`config.mk`:
```
export PLATFORM = sky130hd
export DESIGN_NAME = count_ctrl
export DESIGN_NICKNAME = d
export VERILOG_FILES = /design/src/rtl/count_ctrl_pkg.sv /design/src/rtl/count_ctrl_tick.sv /design/src/rtl/count_ctrl.sv
export SDC_FILE = /design/constraint.sdc
export NUM_CORES = 1
export LEC_CHECK = 0
export ABC_CLOCK_PERIOD_IN_PS = 4700
export BUFFER_PORTS_ARGS = -buffer_cell sky130_fd_sc_hd__buf_4
export CORE_MARGIN = 4
export CORE_UTILIZATION = 45
export DETAILED_ROUTE_END_ITERATION = 7
export PLACE_DENSITY_LB_ADDON = 0.1
export SYNTH_ARGS = -nofsm -noshare
export SYNTH_HDL_FRONTEND = slang
export SYNTH_HIERARCHICAL = 1
export SYNTH_SLANG_ARGS = --single-unit
```
`constraint.sdc`:
```
create_clock -name clk -period 4.7 [get_ports clk]
set_input_delay 1.41 -clock clk [delete_from_list [all_inputs] [get_ports clk]]
set_output_delay 1.41 -clock clk [all_outputs]
set_load 0.01 [all_outputs]
```
`src/rtl/count_ctrl_pkg.sv`:
```
// count_ctrl_pkg: shared definitions for the display counter controller.
//   - cmd_op_e : command opcodes carried on cmd_op
//   - state_e  : controller states
//   - default counter/divider widths and divider limits for a 50 MHz clock
package count_ctrl_pkg;

  localparam int unsigned CNT_W_DEF = 4;
  localparam int unsigned DIV_W_DEF = 28;

  // Divider limits: a tick occurs every (limit + 1) clock cycles.
  localparam logic [27:0] RATE0_DEF = 28'd0;            // every cycle
  localparam logic [27:0] RATE1_DEF = 28'd49_999_999;   // 1 Hz
  localparam logic [27:0] RATE2_DEF = 28'd99_999_999;   // 0.5 Hz
  localparam logic [27:0] RATE3_DEF = 28'd199_999_999;  // 0.25 Hz

  typedef enum logic [1:0] {
    OP_CLEAR    = 2'b00,
    OP_LOAD     = 2'b01,
    OP_SET_RATE = 2'b10,
    OP_RUNSTOP  = 2'b11
  } cmd_op_e;

  typedef enum logic [1:0] {
    STOP     = 2'b00,
    RUN      = 2'b01,
    RELOAD_S = 2'b10,
    RELOAD_R = 2'b11
  } state_e;

  // Commands are only taken in the two steady states.
  function automatic logic is_ready(input state_e s);
    return (s == STOP) || (s == RUN);
  endfunction

endpackage

```
`src/rtl/count_ctrl_tick.sv`:
```
// rate_tick: shared down-counter divider.
//   clk, reset_b : clock, async active-low reset
//   en           : count this cycle (decrement, or reload on reaching zero)
//   reload       : load limit unconditionally (wins over en)
//   limit        : currently selected divider limit
//   zero         : counter is at zero (divider period elapsed)
module rate_tick
  import count_ctrl_pkg::*;
#(
  parameter int unsigned DIV_W = DIV_W_DEF
) (
  input  logic             clk,
  input  logic             reset_b,
  input  logic             en,
  input  logic             reload,
  input  logic [DIV_W-1:0] limit,
  output logic             zero
);

  logic [DIV_W-1:0] cnt;

  assign zero = (cnt == '0);

  always_ff @(posedge clk or negedge reset_b) begin
    if (!reset_b) begin
      cnt <= '0;
    end else if (reload) begin
      cnt <= limit;
    end else if (en) begin
      cnt <= zero ? limit : cnt - DIV_W'(1);
    end
  end

endmodule

```
`src/rtl/count_ctrl.sv`:
```
// count_ctrl: controller for the rate-divided display counter.
//   clk       : system clock
//   reset_b   : async active-low reset
//   cmd_valid : command offered
//   cmd_ready : command accepted this cycle if valid (STOP/RUN only)
//   cmd_op    : 00 CLEAR, 01 LOAD, 10 SET_RATE, 11 RUNSTOP
//   cmd_data  : LOAD value / rate select in [1:0] / run(1)/stop(0) in [0]
//   q         : counter value (registered)
//   tick      : pulse on each increment of q
//   wrap      : pulse on a tick-driven 15 -> 0 transition
//   running   : high in RUN, and in RELOAD_R
module count_ctrl
  import count_ctrl_pkg::*;
#(
  parameter int unsigned      CNT_W = CNT_W_DEF,
  parameter int unsigned      DIV_W = DIV_W_DEF,
  parameter logic [DIV_W-1:0] RATE0 = DIV_W'(RATE0_DEF),
  parameter logic [DIV_W-1:0] RATE1 = DIV_W'(RATE1_DEF),
  parameter logic [DIV_W-1:0] RATE2 = DIV_W'(RATE2_DEF),
  parameter logic [DIV_W-1:0] RATE3 = DIV_W'(RATE3_DEF)
) (
  input  logic             clk,
  input  logic             reset_b,
  input  logic             cmd_valid,
  output logic             cmd_ready,
  input  logic [1:0]       cmd_op,
  input  logic [CNT_W-1:0] cmd_data,
  output logic [CNT_W-1:0] q,
  output logic             tick,
  output logic             wrap,
  output logic             running
);

  state_e           state;
  logic [1:0]       rate_sel;
  logic [DIV_W-1:0] limit;
  cmd_op_e          op;
  logic             accept;
  logic             run_cmd;
  logic             run_noop;
  logic             div_en;
  logic             div_reload;
  logic             div_zero;
  logic             inc;

  assign cmd_ready = is_ready(state);
  assign accept    = cmd_valid & cmd_ready;
  assign op        = cmd_op_e'(cmd_op);
  assign run_cmd   = (op == OP_RUNSTOP) & cmd_data[0];

  always_comb begin
    limit = RATE0;
    unique case (rate_sel)
      2'd0: limit = RATE0;
      2'd1: limit = RATE1;
      2'd2: limit = RATE2;
      2'd3: limit = RATE3;
    endcase
  end

  // RUNSTOP-run while already running changes nothing, so the divider keeps
  // its phase and a coincident tick is still delivered.
  assign run_noop = accept & run_cmd & (state == RUN);

  assign div_en = (state == RUN) & (~accept | run_noop);

  assign div_reload = (state == RELOAD_S) || (state == RELOAD_R) ||
                      (accept && ((op == OP_CLEAR) || (op == OP_LOAD) ||
                                  (run_cmd && (state == STOP))));

  assign inc = div_en & div_zero;

  rate_tick #(
    .DIV_W (DIV_W)
  ) u_div (
    .clk     (clk),
    .reset_b (reset_b),
    .en      (div_en),
    .reload  (div_reload),
    .limit   (limit),
    .zero    (div_zero)
  );

  // inc and a state-changing accept are mutually exclusive, so the command
  // branch below never has to override an increment.
  always_ff @(posedge clk or negedge reset_b) begin
    if (!reset_b) begin
      state    <= STOP;
      rate_sel <= 2'd0;
      q        <= '0;
      tick     <= 1'b0;
      wrap     <= 1'b0;
      running  <= 1'b0;
    end else begin
      tick <= 1'b0;
      wrap <= 1'b0;

      if (inc) begin
        q    <= q + CNT_W'(1);
        tick <= 1'b1;
        wrap <= (q == '1);
      end

      unique case (state)
        STOP, RUN: begin
          if (accept) begin
            unique case (op)
              OP_CLEAR: q <= '0;
              OP_LOAD:  q <= cmd_data;
              OP_SET_RATE: begin
                rate_sel <= cmd_data[1:0];
                state    <= (state == RUN) ? RELOAD_R : RELOAD_S;
                running  <= (state == RUN);
              end
              OP_RUNSTOP: begin
                if (cmd_data[0]) begin
                  state   <= RUN;
                  running <= 1'b1;
                end else begin
                  state   <= STOP;
                  running <= 1'b0;
                end
              end
            endcase
          end
        end
        RELOAD_S: begin
          state   <= STOP;
          running <= 1'b0;
        end
        RELOAD_R: begin
          state   <= RUN;
          running <= 1'b1;
        end
      endcase
    end
  end

endmodule

```
==> results of run 1 <==
## per-layer routing
| metal | GRT usage, % | share of wire (%) |
|---|---|---|
| met1 | 25.7 | 47 |
| met2 | 32.1 | 46 |
| met3 | 3.93 | 5.2 |
| met4 | 6.29 | 1.7 |
| met5 | 0 | 0 |
## Yosys cell counts, drive strengths merged, types with 3 or more instances
library cell	n
nand2b	3
clkbuf	8
or4	5
inv	13
mux2i	8
dfrtp	38
a2bb2oi	4
or2	3
nor2	27
nand4	8
o21ai	16
a41o	3
nor4	8
or3	7
buf	9
nand3	18
nor3	18
and3	5
ha	7
a22oi	3
nand2	20
a211oi	6
a21oi	12
a31oi	4
## metrics by stage
stage / setup WS [ps] / hold WS, ps / area [sq um] / utilization, %
after floorplan: 1620 / 502 / 2630 / -
after global placement: 1150 / 534 / 2750 / 49.4
after detailed placement: 1120 / 538 / 2750 / 49.4
after CTS: 1420 / 556 / 2840 / 50.9
after global routing: 1210 / 583 / 2840 / 50.9
final: 1330 / 553 / 2840 / 50.9
## report_power, final
part / switching [mW] / internal (mW) / total (mW) / leakage (nW)
Clock: 0.116 / 0.113 / 0.230 / 0.0431
Combinational: 0.196 / 0.148 / 0.344 / 0.658
Sequential: 0.104 / 0.407 / 0.511 / 0.456
Total: 0.416 / 0.668 / 1.08 / 1.16
## flip-flops by register name (all words and copies together), names as in the netlist, named ones only
register	flops
tick	1
state	1
rate_sel	2
u_div/cnt	28
q	4
wrap	1
## worst max-delay path, cell delays in order
cell and delay (ps):
buf_4 140, nand2_1 60, o21ai_0 60, nand2_1 70
nand2_1 440, a31oi_1 980, o32ai_1 210, a31oi_1 200
## path summary, 6_finish.rpt
| path | start | slack (ps) | end |
|---|---|---|---|
| worst max-delay path | cmd_op[0] | 1330 | u_div/cnt[24] |
| worst min-delay path | u_div/cnt[15] | 550 | u_div/cnt[15] |
| max in group asynchronous | reset_b | 3260 | u_div/cnt[21] |
| min in group asynchronous | reset_b | 1080 | u_div/cnt[15] |
| worst min register to register | u_div/cnt[15] | 550 | u_div/cnt[15] |
| worst max register to register | u_div/cnt[6] | 1820 | q[1] |
## kinds of logic (layout without fill, tap and decap cells)
| group | after synthesis | count (layout) | synth area share (%) |
|---|---|---|---|
| AOI/OAI and AO/OA | 73 | 73 | 22.0 |
| xor gates and xnor gates | 3 | 3 | 1.00 |
| adders and majority gates | 7 | 7 | 3.34 |
| buffers and inverters | 30 | 37 | 5.73 |
| DFF | 38 | 38 | 36.3 |
| muxes | 9 | 9 | 3.49 |
| other | 1 | 4 | 0.143 |
| and+or+nand+nor | 133 | 133 | 28.0 |
## final cells by class
cell class              count  share of cell area (%)
repair buffers             18                    4.76
well taps                  72                    3.18
clock buffers               6                    2.91
multi-input cells         229                    53.9
flip-flops and latches     38                    33.5
inverters                  13                    1.72
==> results.sh, run 1 <==
export IMPL_status="completed"
export IMPL_ys_top_cells_by_area="dfrtp_1, nor2_1, ha_1"
export IMPL_critPathLaunchType="input port"
export IMPL_synth_async_reset_ratio_pct=100
export IMPL_overflow=0
export IMPL_instances_no_fill=376
export IMPL_slew_headroom_pct=28.7
export IMPL_end_kind="flop"
export IMPL_ant_nets=0
export IMPL_syn_inst=294
export IMPL_setup_viol=0
export IMPL_ys_ff_latch=38
export IMPL_grt_pass1_vias=2194
export IMPL_fp_dieH_um=84.3
export IMPL_wl_per_cell_um=18.0
export IMPL_grt_setup_unrepaired="no"
export IMPL_worst_slew_pin_slew_ps=1060
export IMPL_ys_flop_type="dfrtp_1"
export IMPL_crit_arrival_ps=3570
export IMPL_critPathKind="input port to flop"
export IMPL_clock_sinks=38
export IMPL_fp_dieW_um=84.3
export IMPL_multi_input_area_sq_um=1530
export IMPL_post_route_period_util_pct=71.7
export IMPL_min_delay_path_depth=1
export IMPL_fin_crit_ps=3370
export IMPL_post_place_cells=370
export IMPL_grt_use_total_pct=19.5
export IMPL_synth_edf_count=0
export IMPL_ys_seq_area_share_pct=36.3
export IMPL_mostFrequentLayoutCells="dfrtp_1, nor2_1, nand2_1"
export IMPL_io_buffers=16
export IMPL_ys_warn_count=6
export IMPL_syn_avg_cell_area_sq_um=8.91
export IMPL_fmax_mhz=297
export IMPL_setup_tns_ps=0
export IMPL_clk_latency_ps=290
export IMPL_antenna_found_initial=0
export IMPL_dr_total_vias=2348
export IMPL_seq_area_sq_um=951
export IMPL_drive_gt1_share_pct=15.5
export IMPL_cts_path_max_buffers=2
export IMPL_cts_root_buf="clkbuf_8"
export IMPL_gp_congestion=0.818
export IMPL_finClkSkew_ps=10.3
export IMPL_drt_first_pass_iters=5
export IMPL_hpwl_um=4700
export IMPL_cellPowerDensity_nw_per_um2=382
export IMPL_post_cts_repair_setup_buffers=0
export IMPL_synth_top_area_share_pct=36.3
export IMPL_fill_cells=547
export IMPL_areaGrowthSynthToFinish_pct=8.31
export IMPL_io_pin_count=17
export IMPL_r2r_cells=7
export IMPL_vias_per_cell=6.24
export IMPL_cts_buffers=5
export IMPL_num_rows=27
export IMPL_postCtsHoldBufs=0
export IMPL_synth_largest_area_cell="dfrtp_1"
export IMPL_ir_worst_vdd_v=0.000175
export IMPL_hold_viol_final=0
export IMPL_cts_resized=0
export IMPL_slew_violations=0
export IMPL_routed_wl_um=6760
export IMPL_grt_pass1_wl_um=11100
export IMPL_die_area_sq_um=7100
export IMPL_worst_ep_required_time_ps=4900
export IMPL_min_path_type="flop to flop"
export IMPL_total_power_mw=1.08
export IMPL_h_tree_depth=2
export IMPL_drtIter0Drc=136
export IMPL_cts_tree="yes"
export IMPL_p_leak_nw=1.16
export IMPL_final_common_cell="dfrtp_1"
export IMPL_synth_cell_types=72
export IMPL_insertedDiodeCount=0
export IMPL_clkTransAtPathRegs_ps=80
export IMPL_drcViolationCount=0
export IMPL_fin_nets=321
export IMPL_drv_cap=0
export IMPL_path_max_fanout=21
export IMPL_coreArea_sq_um=5570
export IMPL_start_util_pct=47.0
export IMPL_netlist_area_sq_um=2620
export IMPL_grt_start_max_net_pins=39
(Power assumes the default switching activity.)
==> run 2, diff against run 1 <==
ABC_AREA = 1   (was unset)
ABC_CLOCK_PERIOD_IN_PS = 3100   (was 4700)
clock period = 3.1 ns   (was 4.7 ns; I/O delays follow)
==> run 2 against run 1 <==
Clock-buffer cell count unchanged. First-iteration DRC count is 47% higher. Highest routed layer unchanged. Setup slack got worse by 440 ps. Critical path type unchanged. Final cell count up 49%. Sequential power up 71%. Global-route usage is 0.55 points higher. Flip-flop and latch count stayed put.
==> results.sh, run 2 <==
export IMPL_grt_pass1_wl_um=12300
export IMPL_ys_seq_area_share_pct=32.6
export IMPL_ff2ff_setup_slack_ps=920
export IMPL_routed_wl_um=7160
export IMPL_gp_congestion=0.957
export IMPL_critPathKind="input port to flop"
export IMPL_clkTransAtPathRegs_ps=90
export IMPL_largest_reg_flops=28
export IMPL_syn_avg_cell_area_sq_um=6.30
export IMPL_min_delay_path_depth=2
export IMPL_ys_flop_type="dfrtp_1"
export IMPL_total_power_mw=2.38
export IMPL_dr_total_vias=2824
export IMPL_cts_tree="yes"
export IMPL_worstHoldStart="u_div/cnt[0]"
export IMPL_ant_nets=0
export IMPL_cts_buffers=5
export IMPL_ir_worst_vdd_v=0.000394
export IMPL_grt_start_max_net_pins=39
export IMPL_drive_gt1_share_pct=12.9
export IMPL_synth_async_reset_ratio_pct=100
export IMPL_timing_rr_end="u_div/cnt[2]"
export IMPL_drcViolationCount=0
export IMPL_holdPathEnd="u_div/cnt[0]"
export IMPL_worst_ep_required_time_ps=3290
export IMPL_cts_path_max_buffers=2
export IMPL_syn_inst=463
export IMPL_coreArea_sq_um=6310
export IMPL_status="completed"
export IMPL_cts_resized=0
export IMPL_synth_top_area_share_pct=32.6
export IMPL_num_rows=29
export IMPL_slew_headroom_pct=55.2
export IMPL_synth_common_cells="nand2_1, inv_1, nand3_1, nor2_1, dfrtp_1"
export IMPL_post_route_period_util_pct=71.2
export IMPL_worst_slew_pin_slew_ps=671
export IMPL_ys_warn_count=6
export IMPL_grt_setup_unrepaired="no"
export IMPL_hpwl_um=5220
export IMPL_clk_latency_ps=300
export IMPL_h_tree_depth=2
export IMPL_stdcell_area_sq_um=3250
export IMPL_drt_first_pass_iters=5
export IMPL_finClkSkew_ps=8.10
export IMPL_place_area_sq_um=3110
export IMPL_fp_dieW_um=88.5
export IMPL_final_common_cell="nand2_1"
export IMPL_post_cts_repair_setup_buffers=0
export IMPL_hold_viol_final=0
export IMPL_synth_largest_area_cell="dfrtp_1"
export IMPL_wl_per_cell_um=12.8
export IMPL_start_util_pct=46.2
export IMPL_insertedDiodeCount=0
export IMPL_netlist_area_sq_um=2920
export IMPL_antenna_found_initial=0
export IMPL_r2r_start="u_div/cnt[16]"
export IMPL_end_kind="flop"
export IMPL_clock_sinks=38
export IMPL_yosysMostFrequentCell="nand2_1"
export IMPL_drv_cap=0
export IMPL_path_max_fanout=17
export IMPL_reg_largest_list="u_div/cnt (28), q (4), rate_sel (2)"
export IMPL_io_buffers=16
export IMPL_die_area_sq_um=7840
export IMPL_io_pin_count=17
export IMPL_cellPowerDensity_nw_per_um2=730
export IMPL_fmax_mhz=453
export IMPL_critPathLaunchType="input port"
export IMPL_regMostFlops="u_div/cnt"
export IMPL_overflow=0
export IMPL_fin_nets=497
export IMPL_mostFrequentLayoutCells="nand2_1, inv_1, nand3_1"
export IMPL_crit_arrival_ps=2400
export IMPL_synth_cell_types=33
export IMPL_slew_violations=0
export IMPL_postCtsHoldBufs=0
export IMPL_ys_ff_latch=38
export IMPL_p_leak_nw=1.71
export IMPL_fin_crit_ps=2210
export IMPL_drtIter0Drc=200
export IMPL_grt_use_total_pct=20.0
export IMPL_synth_edf_count=0
export IMPL_fp_dieH_um=88.5
export IMPL_r2r_cells=9
export IMPL_ys_top_cells_by_area="dfrtp_1, nand2_1, nand3_1"
export IMPL_grt_pass1_vias=2611
export IMPL_vias_per_cell=5.05
export IMPL_setup_viol=0
export IMPL_min_path_type="flop to flop"
export IMPL_areaGrowthSynthToFinish_pct=11.5
export IMPL_setup_tns_ps=0
export IMPL_cts_root_buf="clkbuf_8"
## run 2: worst max-delay path: stages
cell	delay, ps
buf_4	110
nand2_1	70
nor2_1	130
inv_1	110
o211ai_1	210
o21bai_2	390
buf_12	240
nand2_1	70
nand3_1	80
nand2_1	60
## run 2: layer usage
metal / share of wire, % / up-vias / track usage (%)
met1: 48 / 1303 / 27.7
li1: - / 1458 / -
met4: 1.1 / 0 / 4.67
met5: 0 / - / 0
met3: 3.7 / 9 / 3.63
met2: 47 / 54 / 32.7
## run 2: report_power, final
group          switching [mW]  leakage, nW  total, mW  internal [mW]
clock                   0.204       0.0714      0.548          0.344
combinational           0.606         1.17      0.953          0.348
sequential              0.216        0.471      0.875          0.659
total                    1.03         1.71       2.38           1.35
## run 2: how the worst max path moves through the flow
stage / endpoint / startpoint / slack, ps / cells after the start
after floorplan: u_div/cnt[0] / cmd_valid / 860 / 9
after detailed placement: u_div/cnt[15] / cmd_valid / 580 / 10
after global placement: u_div/cnt[15] / cmd_valid / 620 / 10
after global routing: u_div/cnt[0] / u_div/cnt[0] / 750 / 10
after CTS: u_div/cnt[15] / cmd_valid / 910 / 10
final: u_div/cnt[2] / cmd_valid / 890 / 10
## run 2: logic make-up after synthesis
kind of cell | share of synthesized area [%]
DFF | 32.6
other | 0.128
xor gates and xnor gates | 2.40
and+or+nand+nor | 47.9
AOI/OAI and AO/OA | 3.00
buffers and inverters | 11.0
adders and majority gates | 3.00
## run 2: area by class of cell
| type | instances | area [sq um] |
|---|---|---|
| Clock buffer | 6 | 82.6 |
| Clock inverter | 2 | 60.1 |
| Fill cell | 678 | 3060 |
| Inverter | 67 | 253 |
| Multi-Input combinational cell | 350 | 1660 |
| Sequential cell | 38 | 951 |
| Tap cell | 77 | 96.3 |
| Timing Repair Buffer | 19 | 155 |
## run 2: per-stage QoR
| stage | utilization (%) | worst slack, ps | std cells | hold WS (ps) |
|---|---|---|---|---|
| after detailed placement | 49.3 | 579 | 551 | 496 |
| after global routing | 51.5 | 754 | 559 | 565 |
| after global placement | 49.3 | 619 | 551 | 487 |
| after CTS | 51.5 | 905 | 559 | 518 |
| final | 51.5 | 893 | 559 | 515 |
| after floorplan | - | 856 | 465 | 464 |
